<file path="src/rtl/uart_pkg.sv">
// Shared types and constants for the UART instruction-memory loader.
//   rx_state_t : serial receiver FSM states
//   ld_state_t : word-loader FSM states
package uart_pkg;

    localparam int unsigned UART_DATA_BITS       = 8;
    localparam int unsigned BYTES_PER_WORD       = 4;
    localparam int unsigned DEFAULT_CLKS_PER_BIT = 868;   // 100 MHz / 115200

    typedef enum logic [1:0] {
        R_IDLE,
        R_START,
        R_DATA,
        R_STOP
    } rx_state_t;

    typedef enum logic [2:0] {
        L_IDLE,
        L_CNT_LO,
        L_CNT_HI,
        L_DATA,
        L_DONE
    } ld_state_t;

endpackage

</file>
<file path="src/rtl/uart_rx_byte.sv">
// 8N1 UART byte receiver with a 2-flop input synchronizer.
// Ports:
//   clk, rst_n    : clock, synchronous active-low reset
//   rx_i          : asynchronous serial input, idle high
//   byte_o        : last received byte (LSB first on the wire)
//   byte_valid_o  : one-cycle pulse when byte_o holds a well-framed byte
//   stop_err_o    : one-cycle pulse when the stop bit was sampled low
module uart_rx_byte
    import uart_pkg::*;
#(
    parameter int unsigned CLKS_PER_BIT = DEFAULT_CLKS_PER_BIT
) (
    input  logic                      clk,
    input  logic                      rst_n,
    input  logic                      rx_i,
    output logic [UART_DATA_BITS-1:0] byte_o,
    output logic                      byte_valid_o,
    output logic                      stop_err_o
);

    localparam int unsigned CNT_W   = $clog2(CLKS_PER_BIT);
    localparam int unsigned BIT_W   = $clog2(UART_DATA_BITS);
    localparam int unsigned HALF_M1 = CLKS_PER_BIT / 2 - 1;
    localparam int unsigned FULL_M1 = CLKS_PER_BIT - 1;

    logic                      rx_meta_q, rx_s_q;
    rx_state_t                 state_q, state_d;
    logic [CNT_W-1:0]          baud_q, baud_d;
    logic [BIT_W-1:0]          bit_q, bit_d;
    logic [UART_DATA_BITS-1:0] byte_q, byte_d;
    logic                      valid_q, valid_d;
    logic                      serr_q, serr_d;

    // Synchronizer and FSM state registers
    always_ff @(posedge clk) begin
        if (!rst_n) begin
            rx_meta_q <= 1'b1;
            rx_s_q    <= 1'b1;
            state_q   <= R_IDLE;
            baud_q    <= '0;
            bit_q     <= '0;
            byte_q    <= '0;
            valid_q   <= 1'b0;
            serr_q    <= 1'b0;
        end else begin
            rx_meta_q <= rx_i;
            rx_s_q    <= rx_meta_q;
            state_q   <= state_d;
            baud_q    <= baud_d;
            bit_q     <= bit_d;
            byte_q    <= byte_d;
            valid_q   <= valid_d;
            serr_q    <= serr_d;
        end
    end

    // Next-state: start edge, mid-bit sampling, stop check
    always_comb begin
        state_d = state_q;
        baud_d  = baud_q;
        bit_d   = bit_q;
        byte_d  = byte_q;
        valid_d = 1'b0;
        serr_d  = 1'b0;
        case (state_q)
            R_IDLE: begin
                if (!rx_s_q) begin
                    state_d = R_START;
                    baud_d  = '0;
                    bit_d   = '0;
                end
            end
            R_START: begin
                if (baud_q == CNT_W'(HALF_M1)) begin
                    baud_d  = '0;
                    // Line back high at mid start bit: glitch, not a frame
                    state_d = rx_s_q ? R_IDLE : R_DATA;
                end else begin
                    baud_d = baud_q + CNT_W'(1);
                end
            end
            R_DATA: begin
                if (baud_q == CNT_W'(FULL_M1)) begin
                    baud_d = '0;
                    byte_d = {rx_s_q, byte_q[UART_DATA_BITS-1:1]};
                    if (bit_q == BIT_W'(UART_DATA_BITS - 1)) begin
                        state_d = R_STOP;
                    end else begin
                        bit_d = bit_q + BIT_W'(1);
                    end
                end else begin
                    baud_d = baud_q + CNT_W'(1);
                end
            end
            R_STOP: begin
                if (baud_q == CNT_W'(FULL_M1)) begin
                    baud_d  = '0;
                    state_d = R_IDLE;
                    valid_d = rx_s_q;
                    serr_d  = ~rx_s_q;
                end else begin
                    baud_d = baud_q + CNT_W'(1);
                end
            end
            default: state_d = R_IDLE;
        endcase
    end

    assign byte_o       = byte_q;
    assign byte_valid_o = valid_q;
    assign stop_err_o   = serr_q;

endmodule

</file>
<file path="src/rtl/uart_imem_loader.sv">
// Boot loader: receives a 16-bit little-endian word count followed by
// little-endian 32-bit words over UART and writes them to instruction
// memory from word address 0 upward.
// Ports:
//   clk, rst_n  : clock, synchronous active-low reset
//   rx_i        : serial input, idle high
//   load_en     : level; 1 accepts a stream, 0 holds loader idle and cleared
//   imem_we     : one-cycle write strobe
//   imem_addr   : word address for imem_we (wraps modulo 2^ADDR_W)
//   imem_wdata  : instruction word for imem_we
//   load_done   : high once all declared words are written
//   frame_err   : sticky, a byte arrived with a low stop bit
module uart_imem_loader
    import uart_pkg::*;
#(
    parameter int unsigned CLKS_PER_BIT = DEFAULT_CLKS_PER_BIT,
    parameter int unsigned ADDR_W       = 10
) (
    input  logic              clk,
    input  logic              rst_n,
    input  logic              rx_i,
    input  logic              load_en,
    output logic              imem_we,
    output logic [ADDR_W-1:0] imem_addr,
    output logic [31:0]       imem_wdata,
    output logic              load_done,
    output logic              frame_err
);

    localparam int unsigned IDX_W  = $clog2(BYTES_PER_WORD);
    localparam int unsigned WORD_W = BYTES_PER_WORD * UART_DATA_BITS;
    localparam int unsigned CNT_W  = 16;

    logic [UART_DATA_BITS-1:0] rx_byte;
    logic                      rx_byte_valid;
    logic                      rx_stop_err;

    uart_rx_byte #(
        .CLKS_PER_BIT(CLKS_PER_BIT)
    ) u_rx (
        .clk         (clk),
        .rst_n       (rst_n),
        .rx_i        (rx_i),
        .byte_o      (rx_byte),
        .byte_valid_o(rx_byte_valid),
        .stop_err_o  (rx_stop_err)
    );

    ld_state_t          state_q, state_d;
    logic [CNT_W-1:0]   cnt_q, cnt_d;
    logic [CNT_W-1:0]   words_q, words_d;
    logic [ADDR_W-1:0]  addr_q, addr_d;
    logic [IDX_W-1:0]   idx_q, idx_d;
    logic [WORD_W-1:0]  word_q, word_d;
    logic [WORD_W-1:0]  word_next;
    logic               we_q, we_d;
    logic [ADDR_W-1:0]  waddr_q, waddr_d;
    logic [WORD_W-1:0]  wdata_q, wdata_d;
    logic               done_q, done_d;
    logic               ferr_q, ferr_d;

    // Loader state and output registers
    always_ff @(posedge clk) begin
        if (!rst_n) begin
            state_q <= L_IDLE;
            cnt_q   <= '0;
            words_q <= '0;
            addr_q  <= '0;
            idx_q   <= '0;
            word_q  <= '0;
            we_q    <= 1'b0;
            waddr_q <= '0;
            wdata_q <= '0;
            done_q  <= 1'b0;
            ferr_q  <= 1'b0;
        end else begin
            state_q <= state_d;
            cnt_q   <= cnt_d;
            words_q <= words_d;
            addr_q  <= addr_d;
            idx_q   <= idx_d;
            word_q  <= word_d;
            we_q    <= we_d;
            waddr_q <= waddr_d;
            wdata_q <= wdata_d;
            done_q  <= done_d;
            ferr_q  <= ferr_d;
        end
    end

    // Current word with the incoming byte dropped into lane idx_q
    always_comb begin
        word_next = word_q;
        for (int unsigned i = 0; i < BYTES_PER_WORD; i++) begin
            if (idx_q == IDX_W'(i)) begin
                word_next[i*UART_DATA_BITS +: UART_DATA_BITS] = rx_byte;
            end
        end
    end

    // Loader next-state and outputs
    always_comb begin
        state_d = state_q;
        cnt_d   = cnt_q;
        words_d = words_q;
        addr_d  = addr_q;
        idx_d   = idx_q;
        word_d  = word_q;
        we_d    = 1'b0;
        waddr_d = waddr_q;
        wdata_d = wdata_q;
        // load_done trails the final write by one cycle
        done_d  = (state_q == L_DONE);
        ferr_d  = ferr_q | rx_stop_err;

        if (!load_en) begin
            // Abort: drop any partial word and clear status; a byte
            // arriving this cycle is discarded
            state_d = L_IDLE;
            cnt_d   = '0;
            words_d = '0;
            addr_d  = '0;
            idx_d   = '0;
            word_d  = '0;
            done_d  = 1'b0;
            ferr_d  = 1'b0;
        end else begin
            case (state_q)
                L_IDLE: state_d = L_CNT_LO;
                L_CNT_LO: begin
                    if (rx_byte_valid) begin
                        cnt_d[7:0] = rx_byte;
                        state_d    = L_CNT_HI;
                    end
                end
                L_CNT_HI: begin
                    if (rx_byte_valid) begin
                        cnt_d[15:8] = rx_byte;
                        addr_d      = '0;
                        idx_d       = '0;
                        words_d     = '0;
                        word_d      = '0;
                        state_d     = ({rx_byte, cnt_q[7:0]} == '0) ? L_DONE : L_DATA;
                    end
                end
                L_DATA: begin
                    if (rx_byte_valid) begin
                        if (idx_q == IDX_W'(BYTES_PER_WORD - 1)) begin
                            we_d    = 1'b1;
                            waddr_d = addr_q;
                            wdata_d = word_next;
                            addr_d  = addr_q + ADDR_W'(1);
                            words_d = words_q + CNT_W'(1);
                            idx_d   = '0;
                            word_d  = '0;
                            if (words_q + CNT_W'(1) == cnt_q) begin
                                state_d = L_DONE;
                            end
                        end else begin
                            word_d = word_next;
                            idx_d  = idx_q + IDX_W'(1);
                        end
                    end
                end
                L_DONE: ;
                default: state_d = L_IDLE;
            endcase
        end
    end

    assign imem_we    = we_q;
    assign imem_addr  = waddr_q;
    assign imem_wdata = wdata_q;
    assign load_done  = done_q;
    assign frame_err  = ferr_q;

endmodule

</file>
<file path="config.mk">
export PLATFORM = sky130hd
export DESIGN_NAME = uart_imem_loader
export DESIGN_NICKNAME = d
export VERILOG_FILES = /design/src/rtl/uart_pkg.sv /design/src/rtl/uart_rx_byte.sv /design/src/rtl/uart_imem_loader.sv
export SDC_FILE = /design/constraint.sdc
export NUM_CORES = 1
export LEC_CHECK = 0
export BUFFER_PORTS_ARGS = -buffer_cell sky130_fd_sc_hd__buf_4
export CAP_MARGIN = 5
export CORE_MARGIN = 4
export CORE_UTILIZATION = 65
export DETAILED_ROUTE_END_ITERATION = 12
export PLACE_DENSITY = 0.83
export SLEW_MARGIN = 0
export SYNTH_ARGS = -nofsm -noshare
export SYNTH_HDL_FRONTEND = slang
export SYNTH_SLANG_ARGS = --single-unit
</file>
<file path="constraint.sdc">
create_clock -name clk -period 5.35 [get_ports clk]
set_clock_uncertainty 0.2 [all_clocks]
set_input_delay 0.2675 -clock clk [delete_from_list [all_inputs] [get_ports clk]]
set_output_delay 0.2675 -clock clk [all_outputs]
set_load 0.03 [all_outputs]
</file>
==> metrics.yaml <==
maxSlewViolCount: 0
hold_path_end: "u_rx.rx_meta_q$_SDFF_PN1_"
grt_pass1_vias: 5486
wl_met2_um: 7780
syn2layout_area_growth_pct: 12.9
wirelength_um: 15600
synth_edf_count: 0
fin_crit_sh: 0.573
ff_latch_area_um2: 2860
antenna_left: 0
start_kind: "register"
path_clk_slew_ns: 0.06
die_area_um2: 12000
viasPerCell: 6.01
yosys_warnings: 0
met3_length_um: 928
layout.nets: 815
relSlewSlack: 0.243
num_vias: 5690
fin_area_um2: 7560
rows: 36
min_path_type: "in -> reg"
grt_overflow: 0
finalHoldViolations: 0
initial_core_util: 0.676
syn-instance-count: 784
arrival_ns: 3.29
p_per_area_nw_per_um2: 297
wl_met1_um: 6530
diodes: 0
maxCapViolCount: 0
setup_viol: 0
clock_path_buffers: 2
htree_levels: 4
hp-start: "rst_n"
r2r_slack_ns: 2.28
peakVddDrop_mv: 0.230
yosysSeqAreaShare: 0.428
syn_nets: 798
place_area_um2: 6990
whs_path_depth: 2
finalWorstPathRequiredPeriod_ns: 3.07
place_congestion: 0.918
drive_above_1_share: 0.124
tns_ns: 0
async_flop_share: 0
grt_pass1_wl_um: 25900
worst_pin_slew_ns: 1.13
critPathCaptureType: "register"
top_layer: "met4"
cts_buffers: 17
reg2reg_from: "state_q[1]$_SDFFE_PN0P_"
track_usage: 0.274
total_power_w: 0.00224
drc: 0
die_x_um: 109
port_buffers: 48
firstDrtPassIters: 6
status: "finished, final reports clean"
setup.worst_path.class: "reg -> reg"
setup_slack_ns: 2.28
drt-wirelength-per-cell_um: 16.5
timing.rr.end: "imem_wdata[7]$_SDFFE_PN0P_"
drt_iter0_markers: 453
grt_max_degree: 72
place_ws_ns: 2.35
synth_seq_cells: 143
multi_input_area_um2: 3540
synth_cell_type_count: 65
coreArea_um2: 9910
crit_fanout: 66
cts_tree: "yes"
dp_hpwl_um: 10200
fmax_mhz: 326
clock-sinks: 143
rsz0062_at_grt: "false"
leakage_nw: 3.04
syn_area_per_cell_um2: 8.54
fillers: 694
ys.flop_type: "dfxtp_1"
post-cts-setup-buffers: 0
clkLatencyLatePin_ns: 0.54
die-height_um: 109
pin_count: 49
cts_root_buffer: "clkbuf_8"
reg2reg_depth: 5
synthesis.area_um2: 6690
antenna_found_initial: 0
required_ns: 5.58
## power breakdown
| group | internal [W] | switching [W] | total [W] | leakage [nW] |
|---|---|---|---|---|
| sequential | 0.00107 | 0.00000623 | 0.00107 | 1.15 |
| clock | 0.000684 | 0.000439 | 0.00112 | 0.282 |
| combinational | 0.0000161 | 0.0000317 | 0.0000477 | 1.61 |
## final cells by class
| type | count | area share |
|---|---|---|
| clock buffer | 21 | 0.0594 |
| inverter | 10 | 0.00497 |
| sequential | 143 | 0.379 |
| clock inverter | 10 | 0.0147 |
| multi-input combinational | 577 | 0.468 |
| tap | 133 | 0.0220 |
| timing repair buffer | 52 | 0.0520 |
## cell usage after synthesis, types with 13 or more instances
cell type	instances	share of area
o21ai_0	31	0.023
nor2b_1	15	0.014
nand2_1	175	0.098
mux2i_1	32	0.048
buf_2	13	0.0097
xnor2_1	18	0.024
clkbuf_1	30	0.017
o211a_1	25	0.037
a21boi_0	31	0.035
a21oi_1	55	0.041
dfxtp_1	143	0.43
nor2_1	47	0.026
## metal layers
metal / GRT usage / up-vias
met4: 0.106 / 0
met5: 0 / -
met1: 0.337 / 2698
li1: - / 2752
met3: 0.0752 / 39
met2: 0.457 / 201
## cell families after synthesis
group,after synthesis,synth area share
simple gates,330,0.243
compound gates,176,0.179
flops,143,0.428
buf+inv,64,0.0439
mux,33,0.0495
xor+xnor,28,0.0378
fa+ha+maj,10,0.0187
## cells in the final DEF, fill, tap and decap left out, drive strengths merged, types with 19 or more instances in the layout
cell / count
a21boi: 31
xnor2: 19
o211a: 25
buf: 51
clkbuf: 21
mux2i: 32
nand2: 176
a21oi: 55
nor2: 47
dfxtp: 143
o21ai: 31
## repair_timing
| item | in CTS | in global routing |
|---|---|---|
| hold endpoints to repair | 1 | 0 |
| hold buffers | 1 | 0 |
| setup endpoints to repair | 0 | 0 |
| gates resized for setup | 0 | 0 |
## registers in the layout, indices dropped and copies added (netlist names), named ones only
signal	flops
u_rx.baud_q	10
u_rx.stop_err_o	1
state_q	3
frame_err	1
u_rx.byte_valid_o	1
u_rx.rx_meta_q	1
u_rx.bit_q	3
word_q	24
addr_q	10
idx_q	2
u_rx.byte_o	8
imem_we	1
imem_wdata	32
u_rx.state_q	1
u_rx.rx_s_q	1
load_done	1
cnt_q	16
imem_addr	10
words_q	16
## per-stage QoR
stage / util / hold WS (ns) / instances
final: 0.763 / 0.00177 / 946
after global routing: 0.763 / 0.0428 / 946
after CTS: 0.763 / 0.00427 / 946
after detailed placement: 0.705 / 0.192 / 914
after global placement: 0.705 / 0.191 / 914
after floorplan: - / 0.169 / 784
## how the worst max path moves through the flow
stage,startpoint,endpoint,slack (ns)
floorplan,words_q[0]$_SDFFE_PN0P_,state_q[2]$_SDFFE_PN0P_,3.11
global placement,state_q[1]$_SDFFE_PN0P_,imem_wdata[18]$_SDFFE_PN0P_,2.55
detailed placement,state_q[1]$_SDFFE_PN0P_,imem_wdata[20]$_SDFFE_PN0P_,2.35
CTS,state_q[1]$_SDFFE_PN0P_,imem_addr[1]$_SDFFE_PN0P_,2.32
global route,state_q[1]$_SDFFE_PN0P_,imem_addr[1]$_SDFFE_PN0P_,1.99
finish,state_q[1]$_SDFFE_PN0P_,imem_wdata[7]$_SDFFE_PN0P_,2.28
## critical path, cell delays in order (launching register included)
cell and delay, ns:
dfxtp_1 0.57, nand3b_1 0.44, nor3_4 0.41, and2_2 0.97
nand2_1 0.15, o211a_1 0.20
Power figures use the tool's default switching activity.
